<file path="src/rtl/lane_change_executor.sv">
// Lane-change executor: ramps velocity to a clamped target, then steps lateral position to a clamped lane.
// Optional macro SMOOTH_STEP_EN enables a 2-unit lateral step when the lane is 3 or more units away.
module lane_change_executor #(
   parameter logic [7:0] MAX_VELOCITY = 8'd50,
   parameter logic [7:0] VEL_STEP     = 8'd5,
   parameter logic [7:0] LANE_MAX_X   = 8'd12
) (
   input  logic       clock,
   input  logic       reset,
   input  logic [7:0] cmd_velocity,
   input  logic [7:0] cmd_distancex,
   input  logic [7:0] cmd_distancey,
   input  logic       cmd_enable,
   output logic       cmd_ready,
   output logic [7:0] car_velocity,
   output logic [7:0] car_distancex,
   output logic [7:0] car_distancey,
   output logic       busy,
   output logic       done
);

   typedef enum logic [1:0] {
      ST_IDLE = 2'd0,
      ST_VEL  = 2'd1,
      ST_LAT  = 2'd2,
      ST_DONE = 2'd3
   } state_t;

   state_t     state_r, state_next_s;
   logic [7:0] tgt_vel_r, tgt_vel_next_s;
   logic [7:0] tgt_x_r, tgt_x_next_s;
   logic [7:0] vel_r, vel_next_s;
   logic [7:0] x_r, x_next_s;
   logic [7:0] y_r, y_next_s;
   logic [7:0] vel_diff_s, vel_step_s;
   logic [7:0] x_diff_s, x_step_s;

   // Lateral step never exceeds the remaining distance, so the target cannot be overshot.
   function automatic logic [7:0] lat_step(input logic [7:0] diff);
`ifdef SMOOTH_STEP_EN
      if (diff >= 8'd3) begin
         lat_step = 8'd2;
      end else if (diff == 8'd0) begin
         lat_step = 8'd0;
      end else begin
         lat_step = 8'd1;
      end
`else
      if (diff == 8'd0) begin
         lat_step = 8'd0;
      end else begin
         lat_step = 8'd1;
      end
`endif
   endfunction

   // State and datapath registers.
   always_ff @(posedge clock or negedge reset) begin
      if (!reset) begin
         state_r   <= ST_IDLE;
         tgt_vel_r <= 8'd0;
         tgt_x_r   <= 8'd0;
         vel_r     <= 8'd0;
         x_r       <= 8'd0;
         y_r       <= 8'd0;
      end else begin
         state_r   <= state_next_s;
         tgt_vel_r <= tgt_vel_next_s;
         tgt_x_r   <= tgt_x_next_s;
         vel_r     <= vel_next_s;
         x_r       <= x_next_s;
         y_r       <= y_next_s;
      end
   end

   // Next-state logic.
   always_comb begin
      state_next_s = state_r;
      case (state_r)
         ST_IDLE: begin
            if (cmd_enable) begin
               state_next_s = ST_VEL;
            end else begin
               state_next_s = ST_IDLE;
            end
         end
         ST_VEL: begin
            if (vel_r == tgt_vel_r) begin
               state_next_s = ST_LAT;
            end else begin
               state_next_s = ST_VEL;
            end
         end
         ST_LAT: begin
            if (x_r == tgt_x_r) begin
               state_next_s = ST_DONE;
            end else begin
               state_next_s = ST_LAT;
            end
         end
         ST_DONE: state_next_s = ST_IDLE;
         default: state_next_s = ST_IDLE;
      endcase
   end

   // Bounded step sizes toward the latched targets.
   always_comb begin
      vel_diff_s = (vel_r > tgt_vel_r) ? (vel_r - tgt_vel_r) : (tgt_vel_r - vel_r);
      vel_step_s = (vel_diff_s < VEL_STEP) ? vel_diff_s : VEL_STEP;
      x_diff_s   = (x_r > tgt_x_r) ? (x_r - tgt_x_r) : (tgt_x_r - x_r);
      x_step_s   = lat_step(x_diff_s);
   end

   // Datapath next values; longitudinal position integrates the pre-update velocity.
   always_comb begin
      tgt_vel_next_s = tgt_vel_r;
      tgt_x_next_s   = tgt_x_r;
      vel_next_s     = vel_r;
      x_next_s       = x_r;
      y_next_s       = y_r;
      case (state_r)
         ST_IDLE: begin
            if (cmd_enable) begin
               tgt_vel_next_s = (cmd_velocity > MAX_VELOCITY) ? MAX_VELOCITY : cmd_velocity;
               tgt_x_next_s   = (cmd_distancex > LANE_MAX_X) ? LANE_MAX_X : cmd_distancex;
               y_next_s       = cmd_distancey;
            end else begin
               y_next_s = y_r;
            end
         end
         ST_VEL: begin
            y_next_s = y_r + {3'd0, vel_r[7:3]};
            if (vel_r < tgt_vel_r) begin
               vel_next_s = vel_r + vel_step_s;
            end else if (vel_r > tgt_vel_r) begin
               vel_next_s = vel_r - vel_step_s;
            end else begin
               vel_next_s = vel_r;
            end
         end
         ST_LAT: begin
            y_next_s = y_r + {3'd0, vel_r[7:3]};
            if (x_r < tgt_x_r) begin
               x_next_s = x_r + x_step_s;
            end else if (x_r > tgt_x_r) begin
               x_next_s = x_r - x_step_s;
            end else begin
               x_next_s = x_r;
            end
         end
         ST_DONE: y_next_s = y_r;
         default: y_next_s = y_r;
      endcase
   end

   // Status decode from the registered state.
   always_comb begin
      cmd_ready = 1'b0;
      busy      = 1'b0;
      done      = 1'b0;
      case (state_r)
         ST_IDLE: cmd_ready = 1'b1;
         ST_VEL:  busy = 1'b1;
         ST_LAT:  busy = 1'b1;
         ST_DONE: done = 1'b1;
         default: cmd_ready = 1'b0;
      endcase
   end

   assign car_velocity  = vel_r;
   assign car_distancex = x_r;
   assign car_distancey = y_r;

endmodule

</file>
<file path="config.mk">
export PLATFORM = sky130hd
export DESIGN_NAME = lane_change_executor
export DESIGN_NICKNAME = d
export VERILOG_FILES = /design/src/rtl/lane_change_executor.sv
export SDC_FILE = /design/constraint.sdc
export NUM_CORES = 1
export LEC_CHECK = 0
export BUFFER_PORTS_ARGS = -buffer_cell sky130_fd_sc_hd__buf_2
export CORE_UTILIZATION = 55
export CTS_CLUSTER_DIAMETER = 30
export DETAILED_ROUTE_END_ITERATION = 10
export PLACE_DENSITY = 0.77
export SETUP_SLACK_MARGIN = 0.02
export SYNTH_ARGS = -nofsm -noshare
export SYNTH_HDL_FRONTEND = slang
export SYNTH_SLANG_ARGS = --single-unit
</file>
<file path="constraint.sdc">
create_clock -name clock -period 6.7 [get_ports clock]
set_input_delay 0.67 -clock clock [delete_from_list [all_inputs] [get_ports clock]]
set_output_delay 0.67 -clock clock [all_outputs]
set_load 0.005 [all_outputs]
</file>
==> results.md, run 1 <==
- Run status: finished, final reports clean
- Clock Power Share: 26.8%
- CTS buffer count: 5
- Die outline height: 86.6 µm
- Reg power frac: a little under half
- Drt wl/cell: 15.1 µm
- CTS tree: built
- Yosys warning total: 0
- FMAX: 175 MHz
- Placed inst area: between 4000 and 5000 µm²
- Rows: 30
- Area taken by multi-input logic gates: 2660 µm²
- Setup WS pre-CTS: 1.08 ns
- RSZ-0062 raised after global routing: no
- Register bit total from synthesis: 42
- Starting DRT DRC Count: about 250
- CP required: 6.89 ns
- Area leader, netlist: dfrtp_1
- Largest driver fanout on the critical path: 7
- Mapped Area: 3940 µm²
- Vias in the first global route: 3372
- Slowest cell on the critical path: dfrtp_1
- Crit Path Category: flip-flop to flip-flop
- Net Count, Synth: 552
- Total global routing overflow: 0
- Min Clock Period, post-route: about 5.7 ns
- Syn Inst Count: ~470
- Post-synth ARST share: 100%
- Clock latency on the worst-skew pair: 0.30 ns
- Yosys top cell area share: 26.7%
- Setup Viol. Count Final: 0
- Largest cells by area after synthesis: dfrtp_1 27%, ha_1 17%, a21oi_1 5.6%
- DRT Pass-1 Iters: 4
- EDFF count, synth: 0
- Clock Path Buffers: 2
- Die W: 86.6 µm
- Final period utilization: 85.5%
- Antenna Nets Post-Route: 0
- Final #Nets: 601
- Post-CTS resize count: 0
- Initial Util: 57.3%
- Max incr delay on CP: 0.48 ns
- Clk pin slew, worst setup/hold paths: roughly 0.090 ns
- Comb pwr share: about 28%
- Slew Limit Fails: 0
- NetSw: 205 µW
- Top post-synthesis cells by count: 54 x ha_1, 52 x nand2_1, 49 x inv_1
- Post CTS Setup Buffer Count: 0
- Switch share: just over 30%
- # clock sinks: between 40 and 50
- Synth-to-layout area growth: 11.1%
- CTS H-tree depth: 2
- Fin. Hold Viols: 0
- Post-Syn Area per Cell: 8.44 µm²
- Crit end category: flip-flop
- Crit path DAT: 5.91 ns
- Largest net degree at the start of global routing: 43
- Hold Path Class: flip-flop to flip-flop
- Diodes inserted: 0
- Pint: 453 µW
- Residual DRC: 0
- Total number of vias: 3430
- I/O Buffers: between 50 and 60
- Dpl hpwl: around 7300 µm
- TNS Setup: 0 ns
- Skew final: 0.00894 ns
- # fillers: 628
- Most common cell in the synthesized netlist: ha_1
- Initial antenna violation count: 0
- Netlist cell types: 56
- WL final: 9260 µm
- Worst ir drop on vdd: 175 µV
- Register area: 1050 µm²
- Setup ws final: roughly 0.97 ns
- Crit path buf inv count: 1
- Max transition margin: 26.3%
- Gr usage total: 27.1%
- Leakage: 2.33 nW
- Sequential element share of the synthesized area: 26.7%
- Core ar.: between 6000 and 7000 µm²
- Hold-fix buffers at CTS: 0
- First-pass GRT wire length: 15900 µm
- CP dominant cell by count: ha_1
- Least-Margin Pin Slew: 1.10 ns
- Power per cell area: 151 nW/µm²
- Io pins: 54
- Max-cap violations: 0
- Vias per cell: between 5 and 6
- Crit path launch type: flip-flop
- Worst-path cell chain: inv_1 > ha_1 > nand4_1 > or2_1 > o21ai_2 > mux2i_1 > xnor2_1 > nand2_1 > nor4bb_1 > and2_1 > nand2b_1 > ha_1 > a22oi_1 > ha_1 > nor2b_1 > o21ai_0 > a21oi_1 > o21ai_0 > nand2b_1 > a31oi_1 > nor3_1 > a221oi_1 > nand3_1
- Share of layout cells above drive strength 1: 14.0%
- RD Place Congestion: 0.866
- Final instance area: between 4000 and 5000 µm²
- Main synth FF type: dfrtp_1
- Die area: 7500 µm²
- Root Buffer: clkbuf_8
- Critical path's top delay family: simple AND/OR/NAND/NOR gates
==> worst min-delay path: stages, from the launching register on <==
cell and delay [ns]:
dfrtp_1 0.33, inv_1 0.05, nor2_1 0.09
==> through the flow <==
stage          power, mW  utilization, %  hold slack (ns)  cells
2_1_floorplan      0.424               -            0.374    466
4_1_cts            0.666            63.6            0.525    612
6_report           0.658            63.6            0.512    612
3_5_place_dp       0.486            62.2            0.504    604
5_1_grt            0.703            63.6            0.542    612
3_3_place_gp       0.476            62.2            0.481    604
==> kinds of logic after synthesis <==
kind of cell	Yosys count	synth area share [%]
compound gates	127	20.5
xor+xnor	22	4.90
fa+ha+maj	59	19.7
buf+inv	60	5.82
flops	42	26.7
mux	19	4.86
simple gates	137	17.5
==> layout by cell type (no fill, tap or decap), drive strengths merged, types with 5 or more instances in the layout <==
| master | n |
|---|---|
| ha | 54 |
| buf | 53 |
| nand2 | 53 |
| inv | 49 |
| a21oi | 44 |
| dfrtp | 42 |
| o21ai | 32 |
| nor2 | 31 |
| mux2i | 18 |
| a21o | 13 |
| xor2 | 12 |
| xnor2 | 10 |
| and2 | 6 |
| nor2b | 6 |
| clkbuf | 6 |
| a221oi | 5 |
| fa | 5 |
| nand4 | 5 |
| o21bai | 5 |
| or2 | 5 |
==> cell type report <==
class,count,area share [%]
multi-input combinational,364,60.8
clock buffer,6,1.89
clock inverter,2,0.286
sequential,42,24.0
timing repair buffer,53,6.07
tap,96,2.75
inverter,49,4.21
==> power by group through the flow <==
| stage | clock network, mW | registers, mW | logic, mW |
|---|---|---|---|
| 5_1_grt | 0.192 | 0.301 | 0.209 |
| 4_1_cts | 0.182 | 0.297 | 0.186 |
| 3_5_place_dp | 0 | 0.302 | 0.185 |
| 6_report | 0.176 | 0.297 | 0.184 |
| 3_3_place_gp | 0 | 0.301 | 0.176 |
| 2_1_floorplan | 0 | 0.301 | 0.123 |
==> per-layer routing <==
layer  global-route usage [%]  routed length (µm)
met4                     7.42                 122
met1                     38.6                4610
met3                     3.90                 435
met2                     43.1                4100
met5                        0                   0
==> registers in the layout, summed over array words and instances, names as in the netlist, named ones only <==
register / cells
car_distancex: 8
car_distancey: 8
car_velocity: 8
state_r: 1
tgt_vel_r: 8
tgt_x_r: 8
==> worst paths after layout <==
| path | start | end | slack, ns | cells past startpoint |
|---|---|---|---|---|
| hold reg to reg | tgt_vel_r[7] | tgt_vel_r[7] | 0.51 | 2 |
| hold / removal | tgt_vel_r[7] | tgt_vel_r[7] | 0.51 | 2 |
| max in group asynchronous | reset | car_distancex[5] | 5.56 | 1 |
| min in group asynchronous | reset | car_velocity[7] | 0.52 | 1 |
| setup / recovery | car_velocity[4] | car_velocity[7] | 0.97 | 23 |
| setup reg to reg | car_velocity[4] | car_velocity[7] | 0.97 | 23 |
(Power assumes the default switching activity.)
==> run 2, diff against run 1 <==
CORE_ASPECT_RATIO = 0.9   (was default)
CTS_CLUSTER_DIAMETER = 80   (was 30)
==> results.md, run 2 (synthesized netlist as in run 1, its figures left out) <==
- RSZ-0062 raised after global routing: no (unchanged)
- Worst ir drop on vdd: 90.8 µV (was 175 µV)
- Slowest cell on the critical path: dfrtp_1 (unchanged)
- Die area: 7500 µm² (about the same)
- WL final: 9400 µm (was 9260 µm)
- Post CTS Setup Buffer Count: 0 (unchanged)
- Most frequent cells in the layout: 54 x ha_1, 53 x buf_2, 52 x nand2_1 (unchanged)
- Clock Path Buffers: 2 (unchanged)
- Worst-path cell chain: inv_1 > ha_1 > nand4_1 > or2_1 > o21ai_2 > mux2i_1 > xnor2_1 > nand2_1 > nor4bb_1 > and2_1 > nand2b_1 > ha_1 > a22oi_1 > ha_1 > nor2b_1 > o21ai_0 > a21oi_1 > o21ai_0 > nand2b_1 > a31oi_1 > nor3_1 > a221oi_1 > nand3_1 (unchanged)
- Setup WS pre-CTS: 0.890 ns (was 1.08 ns)
- Diodes inserted: 0 (unchanged)
- Share of layout cells above drive strength 1: 14.1% (was 14.0%)
- TNS Setup: 0 ns (unchanged)
- Vias per cell: 5.71 (was 5.60)
- Setup ws final: 0.822 ns (was 0.972 ns)
- Antenna Nets Post-Route: 0 (unchanged)
- CTS H-tree depth: 2 (unchanged)
- R2R Path Start: car_velocity[4] (unchanged)
- CTS tree: built (unchanged)
- CTS buffer count: 5 (unchanged)
- CP required: 6.87 ns (was 6.89 ns)
- Run status: finished, final reports clean (unchanged)
- Total global routing overflow: 0 (unchanged)
- Hold Path Class: flip-flop to flip-flop (unchanged)
- Max transition margin: 33.1% (was 26.3%)
- WHS Endpoint: tgt_x_r[7] (was tgt_vel_r[7])
- FMAX: 170 MHz (was 175 MHz)
- Hold-fix buffers at CTS: 0 (unchanged)
- I/O Buffers: 53 (unchanged)
- Residual DRC: 0 (unchanged)
- First-pass GRT wire length: 15500 µm (was 15900 µm)
- Post-CTS resize count: 0 (unchanged)
- Leakage: 2.35 nW (was 2.33 nW)
- Die outline height: 82.2 µm (was 86.6 µm)
- Final core occ: 65.0% (was 63.6%)
- Clk pin slew, worst setup/hold paths: 0.09 ns (about the same)
- Largest net degree at the start of global routing: 43 (unchanged)
- Crit Path Category: flip-flop to flip-flop (unchanged)
- Min Clock Period, post-route: 5.88 ns (was 5.73 ns)
- RD Place Congestion: 0.934 (was 0.866)
- Final #Nets: 603 (was 601)
- Root Buffer: clkbuf_8 (unchanged)
- Vias in the first global route: 3223 (was 3372)
- Reg2reg setup slack: 0.82 ns (was 0.97 ns)
- # clock sinks: 42 (unchanged)
- Crit path launch type: flip-flop (unchanged)
- Cell count of the worst hold path: 2 (unchanged)
- Crit path DAT: 6.05 ns (was 5.91 ns)
- Core ar.: 6760 µm² (was 6870 µm²)
- Max incr delay on CP: 0.52 ns (was 0.48 ns)
- Initial Util: 58.2% (was 57.3%)
- Starting DRT DRC Count: 322 (was 246)
- Skew final: 0.00590 ns (was 0.00894 ns)
- Least-Margin Pin Slew: 1.00 ns (was 1.10 ns)
- Largest driver fanout on the critical path: 7 (unchanged)
- CP dominant cell by count: ha_1 (unchanged)
- Initial antenna violation count: 0 (unchanged)
- Setup Viol. Count Final: 0 (unchanged)
- DRT Pass-1 Iters: 4 (unchanged)
- Rows: 28 (was 30)
- Commonest non-fill, non-tap cell in the layout: ha_1 (unchanged)
- Max-cap violations: 0 (unchanged)
- Gr usage total: 26.3% (was 27.1%)
- Slew Limit Fails: 0 (unchanged)
- Clock latency on the worst-skew pair: 0.30 ns (about the same)
- Die W: 91.2 µm (was 86.6 µm)
- # fillers: 575 (was 628)
- Io pins: 54 (unchanged)
- Crit end category: flip-flop (unchanged)
- Hold path start: tgt_x_r[7] (was tgt_vel_r[7])
- Dpl hpwl: 7290 µm (was 7330 µm)
- Fin. Hold Viols: 0 (unchanged)
- Reg-to-Reg End: car_velocity[7] (unchanged)
- Synth-to-layout area growth: 11.7% (was 11.1%)
- Final period utilization: 87.7% (was 85.5%)
- Worst r2r path cells: 23 (unchanged)
- Total number of vias: 3469 (was 3430)
- Power per cell area: 157 nW/µm² (was 151 nW/µm²)
- Drt wl/cell: 15.5 µm (was 15.1 µm)
-- run 2: worst max-delay path by stage --
stage	slack (ns)	depth (start not counted)	endpoint	startpoint
floorplan	1.76	25	car_velocity[7]	car_velocity[3]
global placement	0.98	23	car_velocity[7]	car_velocity[4]
detailed placement	0.89	23	car_velocity[7]	car_velocity[4]
CTS	0.85	23	car_velocity[7]	car_velocity[4]
global route	0.36	23	car_velocity[7]	car_velocity[4]
finish	0.82	23	car_velocity[7]	car_velocity[4]
-- run 2: final cells by class --
| type | instances | area, µm² | share of cell area [%] |
|---|---|---|---|
| multi-input combinational | 364 | 2660 | 60.4 |
| inverter | 49 | 184 | 4.18 |
| clock buffer | 6 | 82.6 | 1.88 |
| timing repair buffer | 55 | 280 | 6.38 |
| clock inverter | 1 | 30.0 | 0.683 |
| tap | 90 | 113 | 2.56 |
| sequential | 42 | 1050 | 23.9 |
-- run 2: critical path, delay by kind of cell (launching register included) --
family | cells | cell delay [ns]
flops | 1 | 0.52
mux | 1 | 0.29
compound gates | 7 | 1.75
buf+inv | 1 | 0.17
fa+ha+maj | 3 | 1.02
simple gates | 10 | 1.83
xor+xnor | 1 | 0.17
-- run 2: per-layer routing --
metal	up-vias	track usage, %	share of wire (%)
met5	-	0	0
met3	7	4.49	5.4
met1	1624	38.1	52
li1	1731	-	-
met4	0	6.83	1.0
met2	107	40.8	42
-- run 2: through the flow --
| stage | hold WS (ns) | instances | power [mW] | instance area [µm²] |
|---|---|---|---|---|
| 3_3_place_gp | 0.477 | 600 | 0.474 | 4280 |
| 5_1_grt | 0.525 | 607 | 0.731 | 4400 |
| 6_report | 0.508 | 607 | 0.688 | 4400 |
| 4_1_cts | 0.512 | 607 | 0.697 | 4400 |
| 2_1_floorplan | 0.374 | 466 | 0.424 | 3940 |
| 3_5_place_dp | 0.491 | 600 | 0.484 | 4280 |
-- run 2: report_power, final --
part           switching [mW]  internal, mW
clock                  0.0912         0.119
combinational          0.0893        0.0922
sequential             0.0189         0.277
total                   0.199         0.489
